===== src/rtl/fsm_pkg.sv =====
// Shared definitions for the run detector and its bit_serializer source stage.
package fsm_pkg;

  typedef enum logic {
    IDLE  = 1'b0,
    SHIFT = 1'b1
  } ser_state_e;

  localparam logic IDLE_LEVEL_DEF = 1'b0;

endpackage


===== src/rtl/bit_serializer.sv =====
// Parallel-to-serial source: accepts words over valid/ready and shifts them out
// MSB-first, each bit held REPEAT cycles, with a one-word buffer for gapless streaming.
module bit_serializer
  import fsm_pkg::*;
#(
  parameter int   WIDTH      = 8,
  parameter int   REPEAT     = 1,
  parameter logic IDLE_LEVEL = IDLE_LEVEL_DEF
) (
  input  logic             clock,
  input  logic             reset,
  input  logic [WIDTH-1:0] din,
  input  logic             din_valid,
  output logic             din_ready,
  output logic             x,
  output logic             x_valid,
  output logic             word_done
);

  localparam int BW = (WIDTH > 2) ? $clog2(WIDTH) : 1;
  localparam int RW = (REPEAT > 1) ? $clog2(REPEAT) : 1;

  ser_state_e       state_r, state_nxt_s;
  logic [WIDTH-1:0] shreg_r, shreg_nxt_s;
  logic [WIDTH-1:0] buf_r, buf_nxt_s;
  logic             buf_full_r, buf_full_nxt_s;
  logic [BW-1:0]    bit_cnt_r, bit_cnt_nxt_s;
  logic [RW-1:0]    rep_cnt_r, rep_cnt_nxt_s;
  logic             accept_s, last_rep_s, final_s;
  logic             x_nxt_s, x_valid_nxt_s, word_done_nxt_s;

  assign accept_s   = din_valid && din_ready;
  assign last_rep_s = (rep_cnt_r == RW'(REPEAT - 1));
  assign final_s    = (state_r == SHIFT) && (bit_cnt_r == {BW{1'b0}}) && last_rep_s;

  // Next-state: FSM, counters, shifter and holding buffer.
  always_comb begin
    state_nxt_s    = state_r;
    shreg_nxt_s    = shreg_r;
    buf_nxt_s      = buf_r;
    buf_full_nxt_s = buf_full_r;
    bit_cnt_nxt_s  = bit_cnt_r;
    rep_cnt_nxt_s  = rep_cnt_r;
    case (state_r)
      IDLE: begin
        if (accept_s) begin
          state_nxt_s   = SHIFT;
          shreg_nxt_s   = din;
          bit_cnt_nxt_s = BW'(WIDTH - 1);
          rep_cnt_nxt_s = {RW{1'b0}};
        end else begin
          state_nxt_s = IDLE;
        end
      end
      SHIFT: begin
        if (final_s) begin
          bit_cnt_nxt_s = BW'(WIDTH - 1);
          rep_cnt_nxt_s = {RW{1'b0}};
          // Buffered word has priority; a same-edge accept refills the buffer.
          if (buf_full_r) begin
            shreg_nxt_s = buf_r;
            if (accept_s) begin
              buf_nxt_s      = din;
              buf_full_nxt_s = 1'b1;
            end else begin
              buf_full_nxt_s = 1'b0;
            end
          end else if (accept_s) begin
            shreg_nxt_s = din;
          end else begin
            state_nxt_s = IDLE;
          end
        end else begin
          if (last_rep_s) begin
            rep_cnt_nxt_s = {RW{1'b0}};
            shreg_nxt_s   = {shreg_r[WIDTH-2:0], 1'b0};
            bit_cnt_nxt_s = bit_cnt_r - BW'(1);
          end else begin
            rep_cnt_nxt_s = rep_cnt_r + RW'(1);
          end
          if (accept_s) begin
            buf_nxt_s      = din;
            buf_full_nxt_s = 1'b1;
          end else begin
            buf_full_nxt_s = buf_full_r;
          end
        end
      end
      default: begin
        state_nxt_s = IDLE;
      end
    endcase
  end

  // Output values for the next cycle, derived from next state so outputs stay registered.
  always_comb begin
    x_nxt_s         = IDLE_LEVEL;
    x_valid_nxt_s   = 1'b0;
    word_done_nxt_s = 1'b0;
    if (state_nxt_s == SHIFT) begin
      x_nxt_s         = shreg_nxt_s[WIDTH-1];
      x_valid_nxt_s   = 1'b1;
      word_done_nxt_s = (bit_cnt_nxt_s == {BW{1'b0}}) && (rep_cnt_nxt_s == RW'(REPEAT - 1));
    end else begin
      x_nxt_s = IDLE_LEVEL;
    end
  end

  // State and output registers with synchronous reset.
  always_ff @(posedge clock) begin
    if (reset) begin
      state_r    <= IDLE;
      shreg_r    <= {WIDTH{1'b0}};
      buf_r      <= {WIDTH{1'b0}};
      buf_full_r <= 1'b0;
      bit_cnt_r  <= {BW{1'b0}};
      rep_cnt_r  <= {RW{1'b0}};
      din_ready  <= 1'b1;
      x          <= IDLE_LEVEL;
      x_valid    <= 1'b0;
      word_done  <= 1'b0;
    end else begin
      state_r    <= state_nxt_s;
      shreg_r    <= shreg_nxt_s;
      buf_r      <= buf_nxt_s;
      buf_full_r <= buf_full_nxt_s;
      bit_cnt_r  <= bit_cnt_nxt_s;
      rep_cnt_r  <= rep_cnt_nxt_s;
      din_ready  <= !buf_full_nxt_s;
      x          <= x_nxt_s;
      x_valid    <= x_valid_nxt_s;
      word_done  <= word_done_nxt_s;
    end
  end

endmodule


===== config.mk =====
export PLATFORM = sky130hd
export DESIGN_NAME = bit_serializer
export DESIGN_NICKNAME = d
export VERILOG_FILES = /design/src/rtl/fsm_pkg.sv /design/src/rtl/bit_serializer.sv
export SDC_FILE = /design/constraint.sdc
export NUM_CORES = 1
export LEC_CHECK = 0
export ABC_AREA = 1
export BUFFER_PORTS_ARGS = -buffer_cell sky130_fd_sc_hd__buf_2
export CAP_MARGIN = 20
export CORE_MARGIN = 4
export CORE_UTILIZATION = 57
export DETAILED_ROUTE_END_ITERATION = 8
export HOLD_SLACK_MARGIN = 0.05
export PLACE_DENSITY = 0.82
export SLEW_MARGIN = 20
export SYNTH_ARGS = -nofsm -noshare
export SYNTH_HDL_FRONTEND = slang
export SYNTH_SLANG_ARGS = --single-unit

===== constraint.sdc =====
create_clock -name clock -period 1.8 [get_ports clock]
set_clock_uncertainty 0.2 [all_clocks]
set_input_delay 0.09 -clock clock [delete_from_list [all_inputs] [get_ports clock]]
set_output_delay 0.09 -clock clock [all_outputs]
set_load 0.05 [all_outputs]

# ---- Yosys cells after proc, flatten, opt, wreduce, memory -nomap -nowiden
# Index checks and enable logic that the tools add are counted.
dict set report word_totals {
  out_inout_bits 4
  inputBits 11
  regBits 26
  wordCells 53
}
dict set report op_classes {
  reduce_logical 9
  n_addsub 2
  n_eq_ne 2
  bitwise_logic 4
  n_mux 25
}
# cell count
set ops {}
lappend ops {{$mux 8} 7}
lappend ops {{$pmux 8 s2} 1}
lappend ops {{$mux 1} 11}
lappend ops {{$mux 3} 3}
lappend ops {{$logic_not 3->1} 2}
lappend ops {{$pmux 3 s2} 1}
lappend ops {{$logic_and 1x1->1} 4}
lappend ops {{$not 1->1} 4}
lappend ops {{$pmux 1 s2} 2}
lappend ops {{$ne 3x2->1 const B} 1}
lappend ops {{$sub 3x1->3 const B} 1}
lappend ops {{$ne 2x2->1 const B} 1}
lappend ops {{$reduce_and 2->1} 1}
lappend ops {{$reduce_or 2->1} 1}
lappend ops {{$add 1x1->1 const B} 1}
lappend ops {{$logic_not 1->1} 1}

# ---- Longest topological paths before layout
dict set report depth {
  depth_word 7
  depth_mapped 11
  depth_no_buf 11
}

# ---- Least setup slack after synthesis
# Ideal clock, no wire load.
dict set report synth_path {
  path_type {register to register}
  start {reg x_valid (netlist name)}
  end {reg shreg_r[4]}
  arrival_ps 1514
  setup_time_ps 114
  required_ps 1486
  setup_slack_ps -28
  path_stages_with_launch 10
  period_less_slack_ps 1828
  n_path_buf 0
  cell_sequence {dfxtp_1 > nand2_1 > inv_2 > nand2_4 > nand2_2 > nand3_2 > nand2_2 > nand2_1 > nand2_1 > nor2_1}
}
# item line_no
set synth_rtl {}
lappend synth_rtl {{to (signal assigned)} bit_serializer.sv:113} ;# shreg_r <= {WIDTH{1'b0}};
lappend synth_rtl {{to (signal assigned)} bit_serializer.sv:124} ;# shreg_r <= shreg_nxt_s;
lappend synth_rtl {{to (decl)} bit_serializer.sv:24} ;# logic [WIDTH-1:0] shreg_r, shreg_nxt_s;

# ---- Worst setup path in the final report
dict set report layout_path {
  start {reg bit_cnt_r[0]}
  end {reg shreg_r[6]}
}
dict set report layout_between {
  elab_chain_len 5
  word_cells_on_any_way 6
  cone_classes {eq/ne (1); mux (2); reduce/logical (3)}
}
# item line_no
set layout_lines {}
lappend layout_lines {{from (decl)} bit_serializer.sv:27} ;# logic [BW-1:0] bit_cnt_r, bit_cnt_nxt_s;
lappend layout_lines {{from (signal assigned)} bit_serializer.sv:116} ;# bit_cnt_r <= {BW{1'b0}};
lappend layout_lines {{from (signal assigned)} bit_serializer.sv:127} ;# bit_cnt_r <= bit_cnt_nxt_s;
lappend layout_lines {{$logic_not 3->1 (*)} bit_serializer.sv:34} ;# assign final_s = (state_r == SHIFT) && (bit_cnt_r == {BW{1'b0}}) && last_rep_s;
lappend layout_lines {{$logic_and 1x1->1 (*) (2 in series)} bit_serializer.sv:34}
lappend layout_lines {{$mux 8} bit_serializer.sv:56} ;# if (final_s) begin
lappend layout_lines {{$pmux 8 s2} bit_serializer.sv:44} ;# case (state_r)
# Mark *: on every way between the ends. The rest lies on a longest branch, timed or not.
# A chain may end at the register's enable or synchronous reset.

==> impl_summary.log <==
INFO  metric run_status = finished, final reports clean
INFO  metric netlist_top_cells_area = sky130_fd_sc_hd__dfxtp_1 37%, sky130_fd_sc_hd__nand2_1 16%, sky130_fd_sc_hd__inv_1 8.6%
INFO  metric hold-path-endpoint = x_valid$_SDFF_PP0_
INFO  metric switching_share = 0.347
INFO  metric criticalPathCategory = reg2reg
INFO  metric drt-initial-drc-count = 56
INFO  metric tritoncts = done
INFO  metric drv_cap = 0
INFO  metric yosys.area.top_type = sky130_fd_sc_hd__dfxtp_1
INFO  metric dp_hpwl = 2400 um
INFO  metric maximum_clock_rate = 597 MHz
INFO  metric place.port_buffers = 14
INFO  metric initial_antenna_violation_count = 0
INFO  metric worst_setup_hold_path_clk_slew = 0.13 ns
INFO  metric synth-simple-area-share = 0.383
INFO  metric io_pins = 15
INFO  metric post_route_cells_drive_above_1_share = 0.186
INFO  metric grt_use_met3 = 0.0391
INFO  metric r2r_start = bit_cnt_r[0]$_SDFF_PP0_
INFO  metric synth.distinct_cells = 24
INFO  metric first_pass_iters = 4
INFO  metric synth_enable_flop_cells = 0
INFO  metric global_route.usage.met2 = 0.373
INFO  metric post_synth_mux_area_share = 0
INFO  metric worstSetupEndpointType = register
INFO  metric wl = 3350 um
INFO  metric worst-endpoint-arrival = 1.72 ns
INFO  metric areaGrowthSynthToFinish = 18.2%
INFO  metric wl_per_cell = 12.7 um
INFO  metric antenna-diode-count = 0
INFO  metric power.sequential.fraction = 0.502
INFO  metric grt_most_used_layer = met2
INFO  metric grt_max_degree = 19
INFO  metric final_min_period_over_clock_period = 0.931
INFO  metric asyncSetResetFlopFracSynth = 0
INFO  metric final-max-slew-violation-count = 0
INFO  metric total_power = 1260 uW
INFO  metric power.switching = 437 uW
INFO  metric yosys.area_share.adder = 0.0185
INFO  metric design.die.area = 0.00322 mm2
INFO  metric synth.ff_latch_count = 25
INFO  metric first_pass_grt_wire_length = 5830 um
INFO  metric standard_cell_rows = 17
INFO  metric totalNegativeSetupSlack = 0 ns
INFO  metric global_route.overflow_total = 0
INFO  metric coreArea = 0.00223 mm2
INFO  metric finalWeightedCongestion = 0.897
INFO  metric h-tree-depth = 1
INFO  metric synth_nets = 223
INFO  metric starting_density_of_the_core = 0.607
INFO  metric cp_data_required_time = 1.84 ns
INFO  metric p_int = 824 uW
INFO  metric finish.net_count = 250
INFO  metric post_synthesis_cells = 210
INFO  metric clock_path_buffers = 2
INFO  metric synth.yosys.seq_area_share = 0.369
INFO  metric area_share_of_xor_xnor_cells_in_the_synthesized_design = 0.00646
INFO  metric worst_reg_to_reg_cells = 9
INFO  metric timing.slew.headroom = 0.810
INFO  metric yosys.area.top_type_share = 0.369
INFO  metric drtAntennaViolNets = 0
INFO  metric synth_compound_gate_area_share = 0.103
INFO  metric grt_use_met1 = 0.292
INFO  metric cellLeakagePower = 0.000788 uW
INFO  metric cellPowerDensity = 788 mW/mm2
INFO  metric timing.critical_path.fanout_max = 9
INFO  metric clock_sinks = 25
INFO  metric clkLatencyLatePin = 0.33 ns
INFO  metric cts_root_buffer = sky130_fd_sc_hd__clkbuf_4
INFO  metric comb_power_share = 0.297
INFO  metric timing.final.hold_violations = 0
INFO  metric hold_path_class = in2reg
INFO  metric filler_cell_count = 186
INFO  metric r2r_setup_slack = 0.12 ns
INFO  metric vias = 1382
INFO  metric track_usage = 0.227
INFO  metric worst_slew_pin_slew = 0.285 ns
INFO  metric synth.most_common_cell = sky130_fd_sc_hd__nand2_1
INFO  metric synth_top_family_by_area = simple AND/OR/NAND/NOR gates
INFO  metric vdd_drop_max = 663 uV
INFO  metric worst_setup_path_start_kind = register
INFO  metric synth.yosys.warnings = 0
INFO  metric min_period = 1.68 ns
INFO  metric tritoncts_buffer_count = 3
INFO  metric grt_setup_unrepaired = false
INFO  metric final-setup-viol-count = 0
INFO  metric critical_path.reg2reg.endpoint = shreg_r[6]$_SDFFE_PP0P_
INFO  metric worst_hold_slack = 0.0863 ns
INFO  metric route.detailed.drc = 0
INFO  metric power.clock.fraction = 0.202
INFO  metric synth.cell_area = 0.00136 mm2
INFO  metric floorplan.die.width = 56.8 um
INFO  metric synth_top_cells_by_count = 59 x sky130_fd_sc_hd__nand2_1, 31 x sky130_fd_sc_hd__inv_1, 26 x sky130_fd_sc_hd__nor2_1
INFO  metric chipHeight = 56.8 um
INFO  metric synthFlopType = sky130_fd_sc_hd__dfxtp_1
INFO  metric min_from = din_valid
INFO  metric avgSynthCellArea = 6.45 um2
INFO  metric average_via_count_per_standard_cell = 5.23
INFO  metric min_path_cells = 5
INFO  metric via_count_of_the_first_global_routing_pass = 1332
[worst max-delay path, cell delays in order, from the launching register on]
cell and delay [ns]:
sky130_fd_sc_hd__dfxtp_2 0.36, sky130_fd_sc_hd__inv_2 0.07, sky130_fd_sc_hd__ha_2 0.17, sky130_fd_sc_hd__nand2_1 0.08, sky130_fd_sc_hd__inv_4 0.10, sky130_fd_sc_hd__nand3_4 0.11, sky130_fd_sc_hd__nand2_2 0.18, sky130_fd_sc_hd__nand2_1 0.08
sky130_fd_sc_hd__a21oi_1 0.17, sky130_fd_sc_hd__nor2_1 0.06
[state kept, by name, indices dropped and copies added, names as in the netlist]
register    count
buf_r           8
shreg_r         8
bit_cnt_r       3
buf_full_r      1
din_ready       1
rep_cnt_r       1
word_done       1
x               1
x_valid         1
[layout make-up]
class,count,area [um2],share of cell area
flip-flops and latches,25,504,0.315
well taps,28,35.0,0.0219
multi-input cells,146,711,0.444
inverters,34,134,0.0836
clock inverters,1,5.00,0.00312
repair buffers,27,190,0.119
clock buffers,3,22.5,0.0141
[what timing repair did]
action | 4_1_cts | 5_1_grt
endpoints found under the setup margin | 0 | 12
buffers inserted | 0 | 2
hold buffers | 9 | 0
endpoints found under the hold margin | 23 | 0
resized for setup | 0 | 11
[placed cells by master, fill, tap and decap left out, drive strengths merged]
| cell | count |
|---|---|
| nor3 | 2 |
| dfxtp | 25 |
| nor2 | 27 |
| xnor2 | 1 |
| inv | 33 |
| clkinvlp | 1 |
| dlygate4sd3 | 9 |
| nand3 | 14 |
| nand4 | 5 |
| buf | 18 |
| clkbuf | 3 |
| a21oi | 15 |
| nand2 | 64 |
| ha | 2 |
| o21ai | 13 |
| clkinv | 1 |
| or2 | 3 |
[logic make-up after synthesis]
logic type	count (synthesis)
xor+xnor	1
fa+ha+maj	2
flops	25
buf+inv	39
simple gates	115
compound gates	28
[how the worst max path moves through the flow]
stage	slack, ns	depth (start not counted)	endpoint	start
final	0.12	9	shreg_r[6]$_SDFFE_PP0P_	bit_cnt_r[0]$_SDFF_PP0_
after detailed placement	0.07	8	buf_r[6]$_SDFFE_PP0P_	bit_cnt_r[0]$_SDFF_PP0_
after global placement	0.13	9	word_done$_SDFF_PP0_	bit_cnt_r[0]$_SDFF_PP0_
after CTS	0.03	9	word_done$_SDFF_PP0_	bit_cnt_r[0]$_SDFF_PP0_
after floorplan	0.08	6	buf_r[0]$_SDFFE_PP0P_	din_ready$_SDFF_PP1_
after global routing	0.01	9	shreg_r[5]$_SDFFE_PP0P_	bit_cnt_r[0]$_SDFF_PP0_
[routing by layer]
layer	share of wire	vias up	routed length, um
met2	0.48	61	1620
met1	0.42	607	1400
met3	0.076	11	255
met4	0.023	0	77
li1	-	703	-
met5	0	-	0
[metrics by stage]
stage	instances	area [um2]	setup slack (ns)	util
detailed placement	249	1440	0.0680	0.646
global placement	249	1440	0.129	0.646
CTS	262	1560	0.0330	0.699
floorplan	210	1360	0.0815	-
global route	264	1600	0.0127	0.717
finish	264	1600	0.124	0.717
[power by group through the flow]
stage / combinational, uW / sequential (uW) / clock, uW
after global placement: 322 / 641 / 0
after floorplan: 235 / 663 / 0
after detailed placement: 336 / 643 / 0
after CTS: 353 / 631 / 262
final: 374 / 633 / 254
after global routing: 424 / 638 / 276
No activity file was read; power rests on OpenSTA's default activity.
